==> src/rtl/mp_seq_if.sv <==
// Bus bundle between the multi-cycle sequencer and its environment
// (instruction source, register file, ALU, status consumers).
interface mp_seq_if #(
  parameter int CNT_W = 16
);
  logic             instr_valid;
  logic [31:0]      instr_in;
  logic             instr_ready;
  logic [4:0]       rf_raddr1;
  logic [4:0]       rf_raddr2;
  logic [31:0]      rf_rdata1;
  logic [31:0]      rf_rdata2;
  logic [5:0]       alu_opcode;
  logic [31:0]      alu_a;
  logic [31:0]      alu_b;
  logic [31:0]      alu_result;
  logic             rf_we;
  logic [4:0]       rf_waddr;
  logic [31:0]      rf_wdata;
  logic             done;
  logic             illegal;
  logic [31:0]      result;
  logic [CNT_W-1:0] retired_cnt;

  modport master (
    input  instr_valid, instr_in, rf_rdata1, rf_rdata2, alu_result,
    output instr_ready, rf_raddr1, rf_raddr2, alu_opcode, alu_a, alu_b,
           rf_we, rf_waddr, rf_wdata, done, illegal, result, retired_cnt
  );

  modport slave (
    output instr_valid, instr_in, rf_rdata1, rf_rdata2, alu_result,
    input  instr_ready, rf_raddr1, rf_raddr2, alu_opcode, alu_a, alu_b,
           rf_we, rf_waddr, rf_wdata, done, illegal, result, retired_cnt
  );
endinterface

==> src/rtl/mp_seq_ctrl.sv <==
// Five-state multi-cycle instruction sequencer: fetch handshake, decode,
// register read, ALU execute and write-back, all outputs registered.
module mp_seq_ctrl #(
  parameter int CNT_W = 16
) (
  input  logic     clk,
  input  logic     rst_n,
  mp_seq_if.master bus
);

  localparam int DATA_W = 32;
  localparam int ADDR_W = 5;
  localparam int OP_W   = 6;

  typedef enum logic [2:0] {
    IDLE   = 3'd0,
    DECODE = 3'd1,
    READ   = 3'd2,
    EXEC   = 3'd3,
    WB     = 3'd4
  } state_t;

  function automatic logic is_legal(input logic [OP_W-1:0] op);
    logic ok;
    case (op)
      6'd1, 6'd4, 6'd5, 6'd6, 6'd7, 6'd8, 6'd9,
      6'd11, 6'd12, 6'd13, 6'd14: ok = 1'b1;
      default:                    ok = 1'b0;
    endcase
    return ok;
  endfunction

  state_t              state_q,    state_d;
  logic [OP_W-1:0]     op_q,       op_d;
  logic [ADDR_W-1:0]   src1_q,     src1_d;
  logic [ADDR_W-1:0]   src2_q,     src2_d;
  logic [ADDR_W-1:0]   dest_q,     dest_d;
  logic [ADDR_W-1:0]   raddr1_q,   raddr1_d;
  logic [ADDR_W-1:0]   raddr2_q,   raddr2_d;
  logic [OP_W-1:0]     alu_op_q,   alu_op_d;
  logic [DATA_W-1:0]   alu_a_q,    alu_a_d;
  logic [DATA_W-1:0]   alu_b_q,    alu_b_d;
  logic [DATA_W-1:0]   alu_res_q,  alu_res_d;
  logic                rf_we_q,    rf_we_d;
  logic [ADDR_W-1:0]   rf_waddr_q, rf_waddr_d;
  logic [DATA_W-1:0]   rf_wdata_q, rf_wdata_d;
  logic                done_q,     done_d;
  logic                illegal_q,  illegal_d;
  logic [DATA_W-1:0]   result_q,   result_d;
  logic [CNT_W-1:0]    cnt_q,      cnt_d;

  logic unused_instr_hi;
  assign unused_instr_hi = ^bus.instr_in[31:21];

  always_comb begin
    state_d    = state_q;
    op_d       = op_q;
    src1_d     = src1_q;
    src2_d     = src2_q;
    dest_d     = dest_q;
    raddr1_d   = raddr1_q;
    raddr2_d   = raddr2_q;
    alu_op_d   = alu_op_q;
    alu_a_d    = alu_a_q;
    alu_b_d    = alu_b_q;
    alu_res_d  = alu_res_q;
    rf_we_d    = 1'b0;
    rf_waddr_d = rf_waddr_q;
    rf_wdata_d = rf_wdata_q;
    done_d     = 1'b0;
    illegal_d  = 1'b0;
    result_d   = result_q;
    cnt_d      = cnt_q;

    case (state_q)
      IDLE: begin
        if (bus.instr_valid) begin
          op_d    = bus.instr_in[5:0];
          src1_d  = bus.instr_in[10:6];
          src2_d  = bus.instr_in[15:11];
          dest_d  = bus.instr_in[20:16];
          state_d = DECODE;
        end
      end
      DECODE: begin
        if (is_legal(op_q)) begin
          raddr1_d = src1_q;
          raddr2_d = src2_q;
          state_d  = READ;
        end else begin
          done_d    = 1'b1;
          illegal_d = 1'b1;
          state_d   = IDLE;
        end
      end
      // Operand registers double as the ALU input registers, so the ALU
      // inputs only move on entry to EXEC and hold everywhere else.
      READ: begin
        alu_a_d  = bus.rf_rdata1;
        alu_b_d  = bus.rf_rdata2;
        alu_op_d = op_q;
        state_d  = EXEC;
      end
      EXEC: begin
        alu_res_d = bus.alu_result;
        state_d   = WB;
      end
      WB: begin
        rf_we_d    = (dest_q != '0);
        rf_waddr_d = dest_q;
        rf_wdata_d = alu_res_q;
        done_d     = 1'b1;
        result_d   = alu_res_q;
        cnt_d      = cnt_q + CNT_W'(1);
        state_d    = IDLE;
      end
      default: state_d = IDLE;
    endcase
  end

  // Reset clears every register so an in-flight instruction is dropped
  // without a write-back or done pulse.
  always_ff @(posedge clk or negedge rst_n) begin
    if (!rst_n) begin
      state_q    <= IDLE;
      op_q       <= '0;
      src1_q     <= '0;
      src2_q     <= '0;
      dest_q     <= '0;
      raddr1_q   <= '0;
      raddr2_q   <= '0;
      alu_op_q   <= '0;
      alu_a_q    <= '0;
      alu_b_q    <= '0;
      alu_res_q  <= '0;
      rf_we_q    <= 1'b0;
      rf_waddr_q <= '0;
      rf_wdata_q <= '0;
      done_q     <= 1'b0;
      illegal_q  <= 1'b0;
      result_q   <= '0;
      cnt_q      <= '0;
    end else begin
      state_q    <= state_d;
      op_q       <= op_d;
      src1_q     <= src1_d;
      src2_q     <= src2_d;
      dest_q     <= dest_d;
      raddr1_q   <= raddr1_d;
      raddr2_q   <= raddr2_d;
      alu_op_q   <= alu_op_d;
      alu_a_q    <= alu_a_d;
      alu_b_q    <= alu_b_d;
      alu_res_q  <= alu_res_d;
      rf_we_q    <= rf_we_d;
      rf_waddr_q <= rf_waddr_d;
      rf_wdata_q <= rf_wdata_d;
      done_q     <= done_d;
      illegal_q  <= illegal_d;
      result_q   <= result_d;
      cnt_q      <= cnt_d;
    end
  end

  // Ready is held low while reset is asserted and rises on release.
  assign bus.instr_ready = rst_n & (state_q == IDLE);
  assign bus.rf_raddr1   = raddr1_q;
  assign bus.rf_raddr2   = raddr2_q;
  assign bus.alu_opcode  = alu_op_q;
  assign bus.alu_a       = alu_a_q;
  assign bus.alu_b       = alu_b_q;
  assign bus.rf_we       = rf_we_q;
  assign bus.rf_waddr    = rf_waddr_q;
  assign bus.rf_wdata    = rf_wdata_q;
  assign bus.done        = done_q;
  assign bus.illegal     = illegal_q;
  assign bus.result      = result_q;
  assign bus.retired_cnt = cnt_q;

endmodule

==> src/flat_wrapper.sv <==
// flat-port wrapper written by rule: the top's interface ports become plain ports
module mp_seq_ctrl_flat 
#(
  parameter int CNT_W = 16
)
  (clk, rst_n, bus_instr_valid, bus_instr_in, bus_rf_rdata1, bus_rf_rdata2, bus_alu_result, bus_instr_ready, bus_rf_raddr1, bus_rf_raddr2, bus_alu_opcode, bus_alu_a, bus_alu_b, bus_rf_we, bus_rf_waddr, bus_rf_wdata, bus_done, bus_illegal, bus_result, bus_retired_cnt);
  mp_seq_if #(.CNT_W(CNT_W)) bus_i ();
  input  logic clk;
  input  logic rst_n;
  input wire logic [$bits(bus_i.instr_valid)-1:0] bus_instr_valid;
  input wire logic [$bits(bus_i.instr_in)-1:0] bus_instr_in;
  input wire logic [$bits(bus_i.rf_rdata1)-1:0] bus_rf_rdata1;
  input wire logic [$bits(bus_i.rf_rdata2)-1:0] bus_rf_rdata2;
  input wire logic [$bits(bus_i.alu_result)-1:0] bus_alu_result;
  output wire logic [$bits(bus_i.instr_ready)-1:0] bus_instr_ready;
  output wire logic [$bits(bus_i.rf_raddr1)-1:0] bus_rf_raddr1;
  output wire logic [$bits(bus_i.rf_raddr2)-1:0] bus_rf_raddr2;
  output wire logic [$bits(bus_i.alu_opcode)-1:0] bus_alu_opcode;
  output wire logic [$bits(bus_i.alu_a)-1:0] bus_alu_a;
  output wire logic [$bits(bus_i.alu_b)-1:0] bus_alu_b;
  output wire logic [$bits(bus_i.rf_we)-1:0] bus_rf_we;
  output wire logic [$bits(bus_i.rf_waddr)-1:0] bus_rf_waddr;
  output wire logic [$bits(bus_i.rf_wdata)-1:0] bus_rf_wdata;
  output wire logic [$bits(bus_i.done)-1:0] bus_done;
  output wire logic [$bits(bus_i.illegal)-1:0] bus_illegal;
  output wire logic [$bits(bus_i.result)-1:0] bus_result;
  output wire logic [$bits(bus_i.retired_cnt)-1:0] bus_retired_cnt;
  assign bus_i.instr_valid = bus_instr_valid;
  assign bus_i.instr_in = bus_instr_in;
  assign bus_i.rf_rdata1 = bus_rf_rdata1;
  assign bus_i.rf_rdata2 = bus_rf_rdata2;
  assign bus_i.alu_result = bus_alu_result;
  assign bus_instr_ready = bus_i.instr_ready;
  assign bus_rf_raddr1 = bus_i.rf_raddr1;
  assign bus_rf_raddr2 = bus_i.rf_raddr2;
  assign bus_alu_opcode = bus_i.alu_opcode;
  assign bus_alu_a = bus_i.alu_a;
  assign bus_alu_b = bus_i.alu_b;
  assign bus_rf_we = bus_i.rf_we;
  assign bus_rf_waddr = bus_i.rf_waddr;
  assign bus_rf_wdata = bus_i.rf_wdata;
  assign bus_done = bus_i.done;
  assign bus_illegal = bus_i.illegal;
  assign bus_result = bus_i.result;
  assign bus_retired_cnt = bus_i.retired_cnt;
  mp_seq_ctrl #(.CNT_W(CNT_W)) u_core (.clk(clk), .rst_n(rst_n), .bus(bus_i));
endmodule
==> config.mk <==
export PLATFORM = sky130hd
export DESIGN_NAME = mp_seq_ctrl_flat
export DESIGN_NICKNAME = d
export VERILOG_FILES = /design/src/rtl/mp_seq_if.sv /design/src/rtl/mp_seq_ctrl.sv /design/src/flat_wrapper.sv
export SDC_FILE = /design/constraint.sdc
export NUM_CORES = 1
export LEC_CHECK = 0
export BUFFER_PORTS_ARGS = -buffer_cell sky130_fd_sc_hd__buf_4
export CAP_MARGIN = 20
export CORE_AREA = 2 2 113 158
export DETAILED_ROUTE_END_ITERATION = 6
export DIE_AREA = 0 0 115 160
export PLACE_DENSITY_LB_ADDON = 0.1
export SLEW_MARGIN = 20
export SYNTH_ARGS = -nofsm -noshare
export SYNTH_HDL_FRONTEND = slang
export SYNTH_SLANG_ARGS = --single-unit
==> constraint.sdc <==
create_clock -name clk -period 1.9 [get_ports clk]
set_clock_uncertainty 0.15 [all_clocks]
set_input_delay 0.285 -clock clk [delete_from_list [all_inputs] [get_ports clk]]
set_output_delay 0.285 -clock clk [all_outputs]
set_load 0.01 [all_outputs]
# Yosys cells after proc, flatten, opt, wreduce, memory -nomap -nowiden
# Memory sizes are Yosys's and may differ from the RTL's.
# Cells that the tools add are included.
dict set report totals {
  regBits 192
  inputBits 131
  elab_cells 39
  memories 1
  rom_bits 16
}
# name words word_bits read_ports rd_ports_with_merged_regs write_ports line_no
set memory_table {}
lappend memory_table {{(name not given)} 16 1 1 0 0 mp_seq_ctrl.sv:25} ;# case (op)
dict set report op_classes {
  add_sub_neg 1
  eq_ne 5
  n_mux 9
  n_reduce_logical 5
  n_bitwise 1
}
# cell count
set ops {}
lappend ops {{16-bit by 1-bit adder with 16-bit output (second input constant)} 1}
lappend ops {{3-bit case mux with 4 select lines} 1}
lappend ops {{3-bit by 2-bit equality test with 1-bit output (second input constant)} 2}
lappend ops {{1-bit two-way mux} 5}
lappend ops {{5-bit nonzero test} 1}
lappend ops {{2-bit AND reduction} 2}
lappend ops {{3-bit by 1-bit equality test with 1-bit output (second input constant)} 1}
lappend ops {{3-bit equality test (second input constant)} 1}
lappend ops {{3-bit zero test} 1}
lappend ops {{3-bit two-way mux} 1}
lappend ops {{2-bit zero test} 1}
lappend ops {{2-bit two-way mux} 1}
lappend ops {{2-bit inequality test (second input constant)} 1}
lappend ops {{1-bit case mux with 2 select lines} 1}
lappend ops {{1-bit AND} 1}

# Depth between registers and ports, before layout
dict set report logic_depth {
  word_depth 5
  ltp_mapped 7
  depth_no_buf 5
}

# Least setup slack after synthesis
# No wires, ideal clock.
dict set report synth_path {
  path_kind {register -> register}
  from {reg u_core.state_q[1]}
  to {reg u_core.raddr1_q[0], in the netlist u_core.bus.rf_raddr1[0]}
  path_slack_ns 0.118
  period_less_slack_ns 1.782
  setup_ns 0.125
  arrival_ns 1.507
  stages_incl_launch_ff 6
  path_cell_list {dfrtp_1 -> buf_2 -> nor3b_1 -> nor3b_1 -> buf_4 -> mux2_2}
}
dict set report synth_via {
  elab_chain_cells 2
}
# element line_no
set synth_rtl {}
lappend synth_rtl {{start, declared} mp_seq_ctrl.sv:33} ;# state_t state_q, state_d;
lappend synth_rtl {{start signal, assigned} mp_seq_ctrl.sv:144} ;# state_q <= state_d;
lappend synth_rtl {{3-bit by 1-bit equality test with 1-bit output} mp_seq_ctrl.sv:75} ;# case (state_q)
lappend synth_rtl {{2-bit AND reduction (no line)} --}
lappend synth_rtl {{end signal, assigned} mp_seq_ctrl.sv:149} ;# raddr1_q <= raddr1_d;
lappend synth_rtl {{end, declared} mp_seq_ctrl.sv:38} ;# logic [ADDR_W-1:0] raddr1_q, raddr1_d;
# No other way between the ends.
# A chain may end at the register's enable or synchronous reset.

# Worst setup path after layout
dict set report layout_path {
  from {reg u_core.state_q[1]}
  to {reg u_core.alu_b_q[20], in the netlist u_core.bus.alu_b[20]}
}
dict set report layout_via {
  elab_chain_cells 1
}
# element line_no
set layout_rtl {}
lappend layout_rtl {{3-bit by 2-bit equality test with 1-bit output} mp_seq_ctrl.sv:75}
lappend layout_rtl {{end signal, assigned} mp_seq_ctrl.sv:153} ;# alu_b_q <= alu_b_d;
lappend layout_rtl {{end, declared} mp_seq_ctrl.sv:42} ;# logic [DATA_W-1:0] alu_b_q, alu_b_d;
# No other way between the ends.

==> results.ini <==
[logic_synthesis]
ys_seq_area_share_pct = 64.0
synth_area_leaders = dfrtp_1 64%, mux2_2 21%, nand2_1 5.3%, buf_4 3.5%, xnor2_1 1.5%
synth-simple-area-share_pct = 8.05
synthXorXnorAreaFrac_pct = 1.75
synth_mux_area_share_pct = 20.7
synth_edf_count = 0
ys_types = 27
synth_top_flop_cell = dfrtp_1
synth_warnings = 0
postSynthAreaPerCell_um2 = 13.7
ys_async_sr_fraction_pct = 100
synth_top_family_by_area = multiplexers
syn_inst = 548
synth_seq_cells = 192
synth_fa_ha_area_share_pct = 0.167
synth_compound_area_share_pct = 0.417
synth.top_cells.by_count = 192 x dfrtp_1, 138 x mux2_2, 106 x nand2_1
yosysMostFrequentCell = dfrtp_1
synth_top_area_share_pct = 64.0
synth_area_um2 = 7510
syn_nets = 680
synth_top_cell_by_area = dfrtp_1

[power_and_ir_drop]
finalPower_mw = 17.8
ir_drop_v = 0.000886
power_density_nw_per_um2 = 1530
leakage_nw = 5.68

[routing]
remaining_drc_errors = 0
wirelength_mm = 18.6
vias_per_cell = 4.72
drt_iter0_drc = 182
firstDrtPassIters = 4
wl_per_cell_um = 16.0
drtAntennaViolNets = 0
num_vias = 5462

[global_routing]
grt.total_usage_pct = 20.6
grt_pass1_wl_mm = 29.7
grt_antenna_before_repair = 1
grt_pass1_vias = 5879
grt_start_max_net_pins = 128
grt_overflow = 0

[clock_network]
clockRootBuffer = clkbuf_16
clk_pin_slew_ps = 70
cts_buffer_depth = 2
worstSkewPairLatency_ps = 420
htreeDepth = 4
cts_setup_buffers = 0
numCtsBuffers = 17
cts.sinks = 192
tritoncts = done

[placement]
pre_cts_ws_ps = 45.9
place_congestion = 0.753
hpwl_mm = 12.8
io_buffers = 288

[finish]
utilization_pct = 68.1
area_growth_pct = 55.2
fin_nets = 1069
drive_gt1_share_pct = 50.9

[timing]
rsz0062_at_grt = yes
tightest_slew_ps = 785
period_share_pct = 97.7
slew_violations = 0
fin_ws_ps = 44.3
relSlewSlack_pct = 47.7
setup_violations = 0
worst_hold_slack_ps = 323
fin_tns_setup_ps = 0
fmax_ghz = 0.539
finalHoldViolCount = 0
layout_min_cycle_time_ps = 1860

[floorplan]
core_region_area_um2 = 17100
die_area_um2 = 18400
die_h_um = 160
start_util_pct = 43.9
fp.dieW_um = 115
rows = 57
ios = 300

[setup_path]
required_ps = 2060
rr_endpoint = u_core.bus.alu_b[20]
path_max_fanout = 23
crit_type = register to register
reg2reg_depth = 4
end_kind = register
cp_data_arrival_time_ps = 2010
r2r_start = u_core.state_q[1]
startpoint_type = register
regToRegSetupSlack_ps = 40

[min_path]
min_to = u_core.alu_res_q[8]
hold_depth = 2
min_path_type = register to register
min-delay-start = u_core.alu_res_q[8]

[run]
maxCapViolations = 0

[outcome]
status = finished clean

[through the flow]
stage                     instances  cell area [µm²]
after floorplan                 548             7510
after global placement         1005             9810
after detailed placement       1005             9810
after CTS                      1155            11600
after global routing           1156            11700
final                          1156            11700
[worst max-delay path: stages (launching register included)]
cell     delay [ps]
dfrtp_1         500
nor3b_2         320
buf_12          210
buf_12          190
mux2_2          360
[repair_timing]
item | in CTS | in global routing
hold buffers | 119 | 0
endpoints found under the setup margin | 0 | 13
hold endpoints to repair | 310 | 0
resized for setup | 0 | 2
[registers in the layout (all words and copies together), names as in the netlist, 5 cells and up]
name                    count
u_core.dest_q               5
u_core.bus.alu_opcode       6
u_core.bus.rf_wdata        32
u_core.bus.rf_raddr1        5
u_core.src2_q               5
u_core.op_q                 6
u_core.bus.rf_raddr2        5
u_core.src1_q               5
u_core.bus.retired_cnt     16
u_core.bus.alu_a           32
u_core.alu_res_q           32
u_core.bus.alu_b           32
u_core.bus.rf_waddr         5
[cell type report]
cell class	count	area, µm²
inverters	2	7.51
multi-input cells	297	2340
flip-flops and latches	192	4810
well taps	206	258
fillers	1242	5460
clock inverters	11	174
diodes	1	2.50
repair buffers	427	3600
clock buffers	20	467
[cells in the final DEF (no fill, tap or decap), types with 3 or more instances in the layout]
cell and n:
clkbuf_8 4, nor3_1 3, nand3_1 5, buf_12 7
clkbuf_16 17, bufinv_16 4, xnor2_1 13, nand2_1 106
inv_6 3, mux2_2 138, clkinvlp_4 3, nor2_1 4
and4_1 4, dlygate4sd3_1 119, dfrtp_1 191, buf_4 300
and3_1 4
[metal layers]
metal / wire length [µm] / track usage (%) / part of all wire, % / vias up
met4: 445 / 8.11 / 2.4 / 0
met1: 7170 / 23.8 / 39 / 2680
met3: 1000 / 5.12 / 5.4 / 29
met2: 9930 / 36.2 / 54 / 168
met5: 0 / 0 / 0 / -
li1: - / - / - / 2585
[worst max path at each step]
stage | start | end | slack, ps | depth (start not counted)
floorplan | u_core.state_q[1] | u_core.bus.rf_raddr1[0] | 120 | 5
global placement | u_core.state_q[0] | u_core.bus.rf_raddr2[2] | 60 | 4
detailed placement | u_core.state_q[0] | u_core.bus.rf_raddr2[0] | 50 | 4
CTS | u_core.state_q[0] | u_core.bus.rf_raddr2[0] | 30 | 4
global route | u_core.state_q[1] | u_core.bus.rf_raddr2[0] | -30 | 4
finish | u_core.state_q[1] | u_core.bus.alu_b[20] | 40 | 4
[kinds of logic after synthesis]
family	after synthesis
muxes	138
buffers and inverters	59
and+or+nand+nor	138
xor gates and xnor gates	15
adders and majority gates	1
DFF	192
AOI/OAI and AO/OA	5
[where the power goes]
part	switching [mW]	internal, mW
registers	1.24	6.00
clock network	1.52	2.31
logic	2.75	4.03
Note: power is estimated with default switching activity, not from simulation.
